### src/rtl/fir_pkg.sv
// rtl/fir_pkg.sv - shared types, default coefficients and sizing helper for the symmetric FIR
package fir_pkg;

    typedef enum logic [1:0] {IDLE, MAC, ROUND} fir_state_t;

    localparam int MAX_H = 64;

    // Folded coefficients c[0..H-1]; entries past H-1 are ignored by the filter.
    typedef int unsigned coef_arr_t [MAX_H];

    localparam coef_arr_t LP_COEFS_31 = '{
        0: 3,  1: 4,  2: 6,  3: 8,  4: 12, 5: 17, 6: 23, 7: 29,
        8: 36, 9: 43, 10: 50, 11: 56, 12: 61, 13: 65, 14: 67, 15: 68,
        default: 0
    };

    // Sized so a full pass of H folded products can never wrap.
    function automatic int acc_width(input int data_w, input int coef_w, input int h);
        return data_w + 1 + coef_w + $clog2(h);
    endfunction

endpackage

### src/rtl/fir_delay_line.sv
// rtl/fir_delay_line.sv - sample shift register with flush and mirrored dual read ports
module fir_delay_line #(
    parameter int DATA_W = 10,
    parameter int TAPS   = 31
) (
    input  logic                     clk,
    input  logic                     reset,
    input  logic                     clear,
    input  logic                     shift,
    input  logic [DATA_W-1:0]        din,
    input  logic [$clog2(TAPS)-1:0]  idx,
    output logic [DATA_W-1:0]        x_lo,
    output logic [DATA_W-1:0]        x_hi
);

    localparam int TW = $clog2(TAPS);
    localparam logic [TW-1:0] LAST = TW'(TAPS - 1);

    logic [DATA_W-1:0] x [TAPS];

    always_ff @(posedge clk) begin
        if (reset || clear) begin
            for (int k = 0; k < TAPS; k++) x[k] <= '0;
        end else if (shift) begin
            x[0] <= din;
            for (int k = 1; k < TAPS; k++) x[k] <= x[k-1];
        end
    end

    // x_lo/x_hi are the symmetric partners x[idx] and x[TAPS-1-idx].
    assign x_lo = x[idx];
    assign x_hi = x[LAST - idx];

endmodule

### src/rtl/fir_sym_mac.sv
// rtl/fir_sym_mac.sv - symmetric FIR low-pass, folded taps through one MAC, rounded and saturated
module fir_sym_mac
    import fir_pkg::*;
#(
    parameter int        DATA_W    = 10,
    parameter int        TAPS      = 31,
    parameter int        COEF_W    = 8,
    parameter int        FRAC_BITS = 10,
    parameter coef_arr_t COEFS     = LP_COEFS_31
) (
    input  logic              clk,
    input  logic              reset,
    input  logic              sample_valid,
    input  logic [DATA_W-1:0] sample_in,
    input  logic              filt_en,
    input  logic              clear,
    output logic              busy,
    output logic              filt_valid,
    output logic [DATA_W-1:0] filt_out,
    output logic              overrun
);

    localparam int H  = (TAPS + 1) / 2;
    localparam int IW = $clog2(H);
    localparam int TW = $clog2(TAPS);
    localparam int AW = acc_width(DATA_W, COEF_W, H);
    localparam int PW = DATA_W + 1 + COEF_W;
    localparam logic [IW-1:0] LAST_IDX = IW'(H - 1);
    localparam logic [AW:0]   HALF     = (AW + 1)'(1) << (FRAC_BITS - 1);
    localparam logic [AW:0]   MAX_OUT  = (AW + 1)'({DATA_W{1'b1}});

    fir_state_t        state;
    logic [IW-1:0]     idx;
    logic [AW-1:0]     acc;
    logic [DATA_W-1:0] x_lo, x_hi;
    logic [COEF_W-1:0] coef_rom [H];
    logic [DATA_W:0]   pair;
    logic [PW-1:0]     term;
    logic [AW:0]       rounded, scaled;
    logic [DATA_W-1:0] sat_out;
    logic              shift;

    for (genvar k = 0; k < H; k++) begin : g_coef
        assign coef_rom[k] = COEF_W'(COEFS[k]);
    end

    assign shift = sample_valid && (state == IDLE) && !clear && !reset;

    fir_delay_line #(
        .DATA_W (DATA_W),
        .TAPS   (TAPS)
    ) u_delay (
        .clk   (clk),
        .reset (reset),
        .clear (clear),
        .shift (shift),
        .din   (sample_in),
        .idx   (TW'(idx)),
        .x_lo  (x_lo),
        .x_hi  (x_hi)
    );

    // The centre tap has no partner, so it is not doubled.
    assign pair    = (idx == LAST_IDX) ? {1'b0, x_lo} : {1'b0, x_lo} + {1'b0, x_hi};
    assign term    = PW'(coef_rom[idx]) * PW'(pair);
    assign rounded = (AW + 1)'(acc) + HALF;
    assign scaled  = rounded >> FRAC_BITS;
    assign sat_out = (scaled > MAX_OUT) ? {DATA_W{1'b1}} : scaled[DATA_W-1:0];

    always_ff @(posedge clk) begin
        if (reset) begin
            state      <= IDLE;
            idx        <= '0;
            acc        <= '0;
            busy       <= 1'b0;
            filt_valid <= 1'b0;
            filt_out   <= '0;
            overrun    <= 1'b0;
        end else if (clear) begin
            state      <= IDLE;
            idx        <= '0;
            acc        <= '0;
            busy       <= 1'b0;
            filt_valid <= 1'b0;
            overrun    <= 1'b0;
        end else begin
            filt_valid <= 1'b0;
            case (state)
                IDLE: begin
                    if (sample_valid) begin
                        if (filt_en) begin
                            state <= MAC;
                            busy  <= 1'b1;
                            idx   <= '0;
                            acc   <= '0;
                        end else begin
                            filt_out   <= sample_in;
                            filt_valid <= 1'b1;
                        end
                    end
                end
                MAC: begin
                    acc <= acc + AW'(term);
                    if (idx == LAST_IDX) state <= ROUND;
                    else                 idx   <= idx + IW'(1);
                end
                ROUND: begin
                    filt_out   <= sat_out;
                    filt_valid <= 1'b1;
                    busy       <= 1'b0;
                    state      <= IDLE;
                end
                default: state <= IDLE;
            endcase
            if (sample_valid && state != IDLE) overrun <= 1'b1;
        end
    end

endmodule

### config.mk
export PLATFORM = sky130hd
export DESIGN_NAME = fir_sym_mac
export DESIGN_NICKNAME = d
export VERILOG_FILES = /design/src/rtl/fir_pkg.sv /design/src/rtl/fir_delay_line.sv /design/src/rtl/fir_sym_mac.sv
export SDC_FILE = /design/constraint.sdc
export NUM_CORES = 1
export LEC_CHECK = 0
export BUFFER_PORTS_ARGS = -buffer_cell sky130_fd_sc_hd__buf_2
export CORE_ASPECT_RATIO = 0.5
export CORE_UTILIZATION = 35
export DETAILED_ROUTE_END_ITERATION = 10
export HOLD_SLACK_MARGIN = 0.12
export PLACE_DENSITY_LB_ADDON = 0.05
export SLEW_MARGIN = 20
export SYNTH_ARGS = -nofsm -noshare
export SYNTH_HDL_FRONTEND = slang
export SYNTH_HIERARCHICAL = 1
export SYNTH_SLANG_ARGS = --single-unit
### constraint.sdc
create_clock -name clk -period 9.5 [get_ports clk]
set_input_delay 0 -clock clk [delete_from_list [all_inputs] [get_ports clk]]
set_output_delay 0 -clock clk [all_outputs]
set_load 0.05 [all_outputs]
# [Word level (Yosys, flattened, before mapping)]
# Memory sizes are Yosys's and may differ from the RTL's. A register that Yosys moved wholly into a read port is not among the register bits.
# Cells that the tools add are included.
[totals] ff_bits=42 ramBits=310 rom_bits=128 word_cells=137 memories=2
[op_classes] add_sub_neg=5 multipliers=1 magnitude_cmp=2 n_eq_ne=8 n_mux=62 n_bitwise=33 reduce_logical=17
[mem_list] memory="u_delay.x" words=31 width=10 read_ports=32 rd_ports_with_merged_regs=1 write_ports=31 line="fir_delay_line.sv:19" rtl="logic [DATA_W-1:0] x [TAPS];"
[mem_list] memory="(no name shown)" words=16 width=8 read_ports=1 rd_ports_with_merged_regs=0 write_ports=0 line="fir_sym_mac.sv:65" rtl="assign term = PW'(coef_rom[idx]) * PW'(pair);"
[op_table] cell="$mux W10" n=34
[op_table] cell="$mux W23" n=2
[op_table] cell="$pmux W23 S2" n=1
[op_table] cell="$or A1 B1 Y1" n=31
[op_table] cell="$add A23 B10 Y24 const B" n=1
[op_table] cell="$add A23 B19 Y23" n=1
[op_table] cell="$pmux W10 S2" n=1
[op_table] cell="$mul A8 B11 Y19" n=1
[op_table] cell="$mux W8" n=2
[op_table] cell="$gt A14 B10 Y1 const B" n=1
[op_table] cell="$mux W4" n=3
[op_table] cell="$add A10 B10 Y11" n=1
[op_table] cell="$mux W11" n=1
[op_table] cell="$mux W5" n=2
[op_table] cell="$ne A2 B2 Y1 const B" n=5
[op_table] cell="$mux W1" n=9
[op_table] cell="$reduce_and A3 Y1" n=3
[op_table] cell="$pmux W4 S2" n=1
[op_table] cell="$reduce_and A4 Y1" n=2
[op_table] cell="$mux W2" n=3
[op_table] cell="$reduce_bool A2 Y1" n=3
[op_table] cell="$ge A5 B5 Y1 const B" n=1
[op_table] cell="$not A4 Y5" n=1
[op_table] cell="$sub A5 B4 Y5 const A" n=1
[op_table] cell="12 further kinds" n=17

# [Logic depth before layout (Yosys ltp)]
[logic_depth] word_depth=8 ltp_mapped=33

# [Modules after synthesis]
# Netlist, hierarchy kept.
[modules_own_cells] mod="fir_delay_line" instances=1 cells_each=1142 area_per_inst_um2=16574.6
[modules_own_cells] mod="fir_sym_mac" instances=1 cells_each=711 area_per_inst_um2=5672.9

# [Worst setup path before layout]
# OpenSTA, ideal clock, no wires.
[synth_timing] path_kind="in2reg" from="input clear" to="memory u_delay.x[0][0] (enable)" setup_ns=0.691 t_arrival_ns=7.963 slack_ns=0.846 cell_stages=6 path_buffers=3 path_cell_list="or2_2 -> clkbuf_1 -> nor4b_1 -> clkbuf_1 -> clkbuf_1 -> or3_1"
[synth_lines] item="from (decl)" line="fir_sym_mac.sv:16" rtl="input logic clear,"
[synth_lines] item="to (decl)" line="fir_delay_line.sv:19"

# [Final worst setup path]
[layout_timing] from="register idx[2]" to="register acc[20]"
[layout_via] elab_chain_cells=7 elab_cells_between_ends=12 classes_between="add/sub (3); mul (1); eq/ne (1); mux (4); bitwise (1); memory (2)"
[layout_rtl] item="from (decl)" line="fir_sym_mac.sv:33" rtl="logic [IW-1:0] idx;"
[layout_rtl] item="from (signal assigned)" line="fir_sym_mac.sv:105" rtl="else idx <= idx + IW'(1);"
[layout_rtl] item="$sub A5 B4 Y5 / $not A4 Y5 (equally long branches)" line="fir_delay_line.sv:32, fir_sym_mac.sv:65"
[layout_rtl] item="$mem_v2 Z31 W10 / $mem_v2 Z16 W8 (equally long branches)"
[layout_rtl] item="$add A10 B10 Y11 / $mux W8 (equally long branches)" line="fir_sym_mac.sv:64, fir_sym_mac.sv:65"
[layout_rtl] item="$mux W11 / $mux W8 (equally long branches)" line="fir_sym_mac.sv:64, fir_sym_mac.sv:65"
[layout_rtl] item="$mul A8 B11 Y19 (*)" line="fir_sym_mac.sv:65"
[layout_rtl] item="$add A23 B19 Y23 (*)" line="fir_sym_mac.sv:103" rtl="acc <= acc + AW'(term);"
[layout_rtl] item="$pmux W23 S2 (*)" line="fir_sym_mac.sv:88" rtl="case (state)"
[layout_rtl] item="to (signal assigned)" line="fir_sym_mac.sv:103"
[layout_rtl] item="to (decl)" line="fir_sym_mac.sv:34" rtl="logic [AW-1:0] acc;"
# Every way passes the cells marked *; elsewhere a longest branch is shown, timed or not. The select of a mux whose other input is x is not followed.
# A chain may end at the register's enable or synchronous reset.

==> out/results.txt <==
Slew headroom = 30.30%
Total gr overflow = 0
Distinct cells, synth = 65
Router iterations before antenna repair = 5
CTS Buf Count = 39
Input/output buffers = 27
Crit. Startpoint = idx[2]
Status = finished clean
Final clock skew = 0.01575 ns
Top-Level Pins = 28
Syn nets = 1995
Hold buffers post-CTS = 24
CTS clock-pin slew for the worst setup and hold paths = 0.07 ns
Setup TNS Final = 0 ns
Post-DP HPWL = 40540 um
Placeable core area = 61980 um2
Die Span Y = 180.3 um
Crit path top cell by count = fa_1
Post-route DRC = 0
Leakage = 10.35 nW
Share of cells above drive strength 1 = 17.21%
Crit. End Element = flop
Final min period = 8.530 ns
Fin worst setup slack = 0.9697 ns
Cells after synthesis = 1853
Number of synthesized flops with an enable pin = 310
Largest net degree at the start of global routing = 153
CP startpoint kind = flop
Post-CTS resize count = 0
Clk sinks = 352
Die Footprint = 64640 um2
Maximum clock path buffer count = 3
Syn Std Cell Area = 22250 um2
Synth Area in Adders = 9.235%
CP max stage delay = 0.72 ns
Vias in the first global route = 15400
Pwr Total = 0.004178 W
Worst-Skew Late Latency = 0.55 ns
Synth Area in Compound Gates = 5.877%
Setup bufs post-CTS = 0
Critical path class = flop to flop
Final Hold Fails = 0
Post-synthesis simple-gate area fraction = 16.50%
Total Routing Usage GR = 19.11%
# setup viols final = 0
Final Max Slew Viols = 0
Root Buffer = clkbuf_16
Final ANT Viol Nets = 0
First-pass GRT wire length = 95630 um
Max-Cap Viols = 0
Total number of vias = 15120
Worst path buffer plus inverter count = 3
Seq/Total Area, Yosys = 45.62%
Main synth FF type = edfxtp_1
Arr. time, crit path = 9.00 ns
Post-synthesis xor/xnor area fraction = 1.215%
Pre-CTS WS = 0.9742 ns
DR vias/cell = 5.562
Crit Path Max Fanout = 32
Worst path required time = 9.97 ns
Die X = 358.6 um
Std-Cell Rows = 64
Worst hold path class = input port to flop
Starting DRC count in detailed routing = 1089
Synth async-reset ratio = 0%
Crit path max-delay family = adder cells
Routability cong. = 0.8441
Worst path slowest cell = dfxtp_4
Final nets = 2006
RSZ-0062 raised after global routing = no
Avg Cell Area, Syn = 12.01 um2
Starting Density = 35.90%
Final wirelength = 61320 um
Post-synthesis register bit count = 352
Reg-to-reg startpoint = idx[2]
Worst Tran Pin Value = 1.046 ns
Final hold slack = 0.3210 ns
Crit share post-route = 89.79%
Avg WL per Cell = 22.55 um
Pwr/cell area = 167.0 nW/um2
CTS tree = built
Layout area overhead = 12.47%
FMAX = 0.1172 GHz
Ant. Diodes = 0
Initial antenna violation count = 3
Htree depth = 2
Yosys warns = 6
Largest family of logic cells by synthesized area = multiplexers
VDD IR max = 0.1076 mV
Min-delay src = sample_in[4]
Multiplexer share of the synthesized area = 16.67%
==> through the flow <==
step                      std cells  util [%]  area [um2]
final                          2719     40.37       25020
after global routing           2719     40.37       25020
after CTS                      2718     40.32       24990
after detailed placement       2623     37.67       23340
after global placement         2623     37.66       23340
after floorplan                1853         -       22250
==> per-layer routing <==
metal | global-route usage [%] | share of wire, % | wire (um) | vias up
li1 | - | - | - | 6838
met1 | 29.63 | 50 | 30590 | 7884
met2 | 28.23 | 44 | 26790 | 336
met3 | 3.170 | 5.2 | 3171 | 65
met4 | 2.966 | 1.3 | 770 | 0
met5 | 0 | 0 | 0 | -
==> logic make-up (layout without fill, tap and decap cells) <==
group	after synthesis	in the layout
compound gates	193	193
flops	352	352
xor+xnor	30	30
fa+ha+maj	127	127
buf+inv	262	303
mux	194	194
other cells	1	1
simple gates	694	694
==> power by group <==
group	leakage, nW	switching [W]	internal [W]	total, W
Clock	0.675	0.000670	0.00104	0.00171
Sequential	3.82	0.0000625	0.00177	0.00183
Combinational	5.85	0.000381	0.000261	0.000643
Total	10.3	0.00111	0.00306	0.00418
==> worst min-delay path, delay by kind of cell <==
family / cells / cell delay [ns]
compound gates: 1 / 0.12
simple gates: 1 / 0.07
buf+inv: 2 / 0.65
==> Yosys cell counts, types with 11 or more instances <==
master | instances | area (um2)
o21ai_0 | 35 | 175.2
buf_2 | 20 | 100.1
a211oi_1 | 15 | 112.6
buf_4 | 16 | 120.1
and3_1 | 190 | 1189
xnor2_1 | 17 | 148.9
mux2i_1 | 33 | 330.3
dfxtp_1 | 42 | 840.8
xor2_1 | 12 | 105.1
clkbuf_1 | 94 | 352.8
edfxtp_1 | 310 | 9309
nand2_1 | 141 | 529.3
and2_1 | 136 | 850.8
ha_1 | 65 | 813.3
a21oi_1 | 39 | 195.2
fa_1 | 62 | 1241
nor2_1 | 113 | 424.2
mux4_2 | 139 | 3131
nand2b_1 | 30 | 187.7
nor3_1 | 14 | 70.07
nand3_1 | 30 | 150.1
o221ai_1 | 11 | 96.34
inv_1 | 126 | 473.0
mux2_2 | 22 | 247.7
a31oi_1 | 19 | 118.9
==> layout by cell type, fill, tap and decap left out, types with 39 or more instances in the layout <==
cell       count
nand2_1      141
clkbuf_16     41
and3_1       190
edfxtp_1     310
and2_1       136
a21oi_1       39
mux4_2       139
buf_4         45
ha_1          64
nor2_1       112
fa_1          62
inv_1        126
==> sequential cells by signal, summed over array words and instances, names as in the netlist <==
register,cells
filt_out,10
busy,1
overrun,1
acc,23
filt_valid,1
u_delay/x,310
state,2
idx,4
==> final timing paths <==
| kind | cells past startpoint | slack [ns] | to |
|---|---|---|---|
| worst min-delay path | 4 | 0.32 | filt_out[4] |
| worst max-delay path | 25 | 0.97 | acc[20] |
| worst max register to register | 25 | 0.97 | acc[20] |
| worst min register to register | 2 | 0.45 | filt_out[5] |
==> layout make-up <==
class / count / area [um2]
timing repair buffer: 105 / 867.1
inverter: 127 / 476.7
sequential: 352 / 10160
clock inverter: 21 / 345.3
tap: 825 / 1032
fill: 5852 / 36960
clock buffer: 50 / 1060
multi-input combinational: 1239 / 11080
Power figures use the tool's default switching activity.
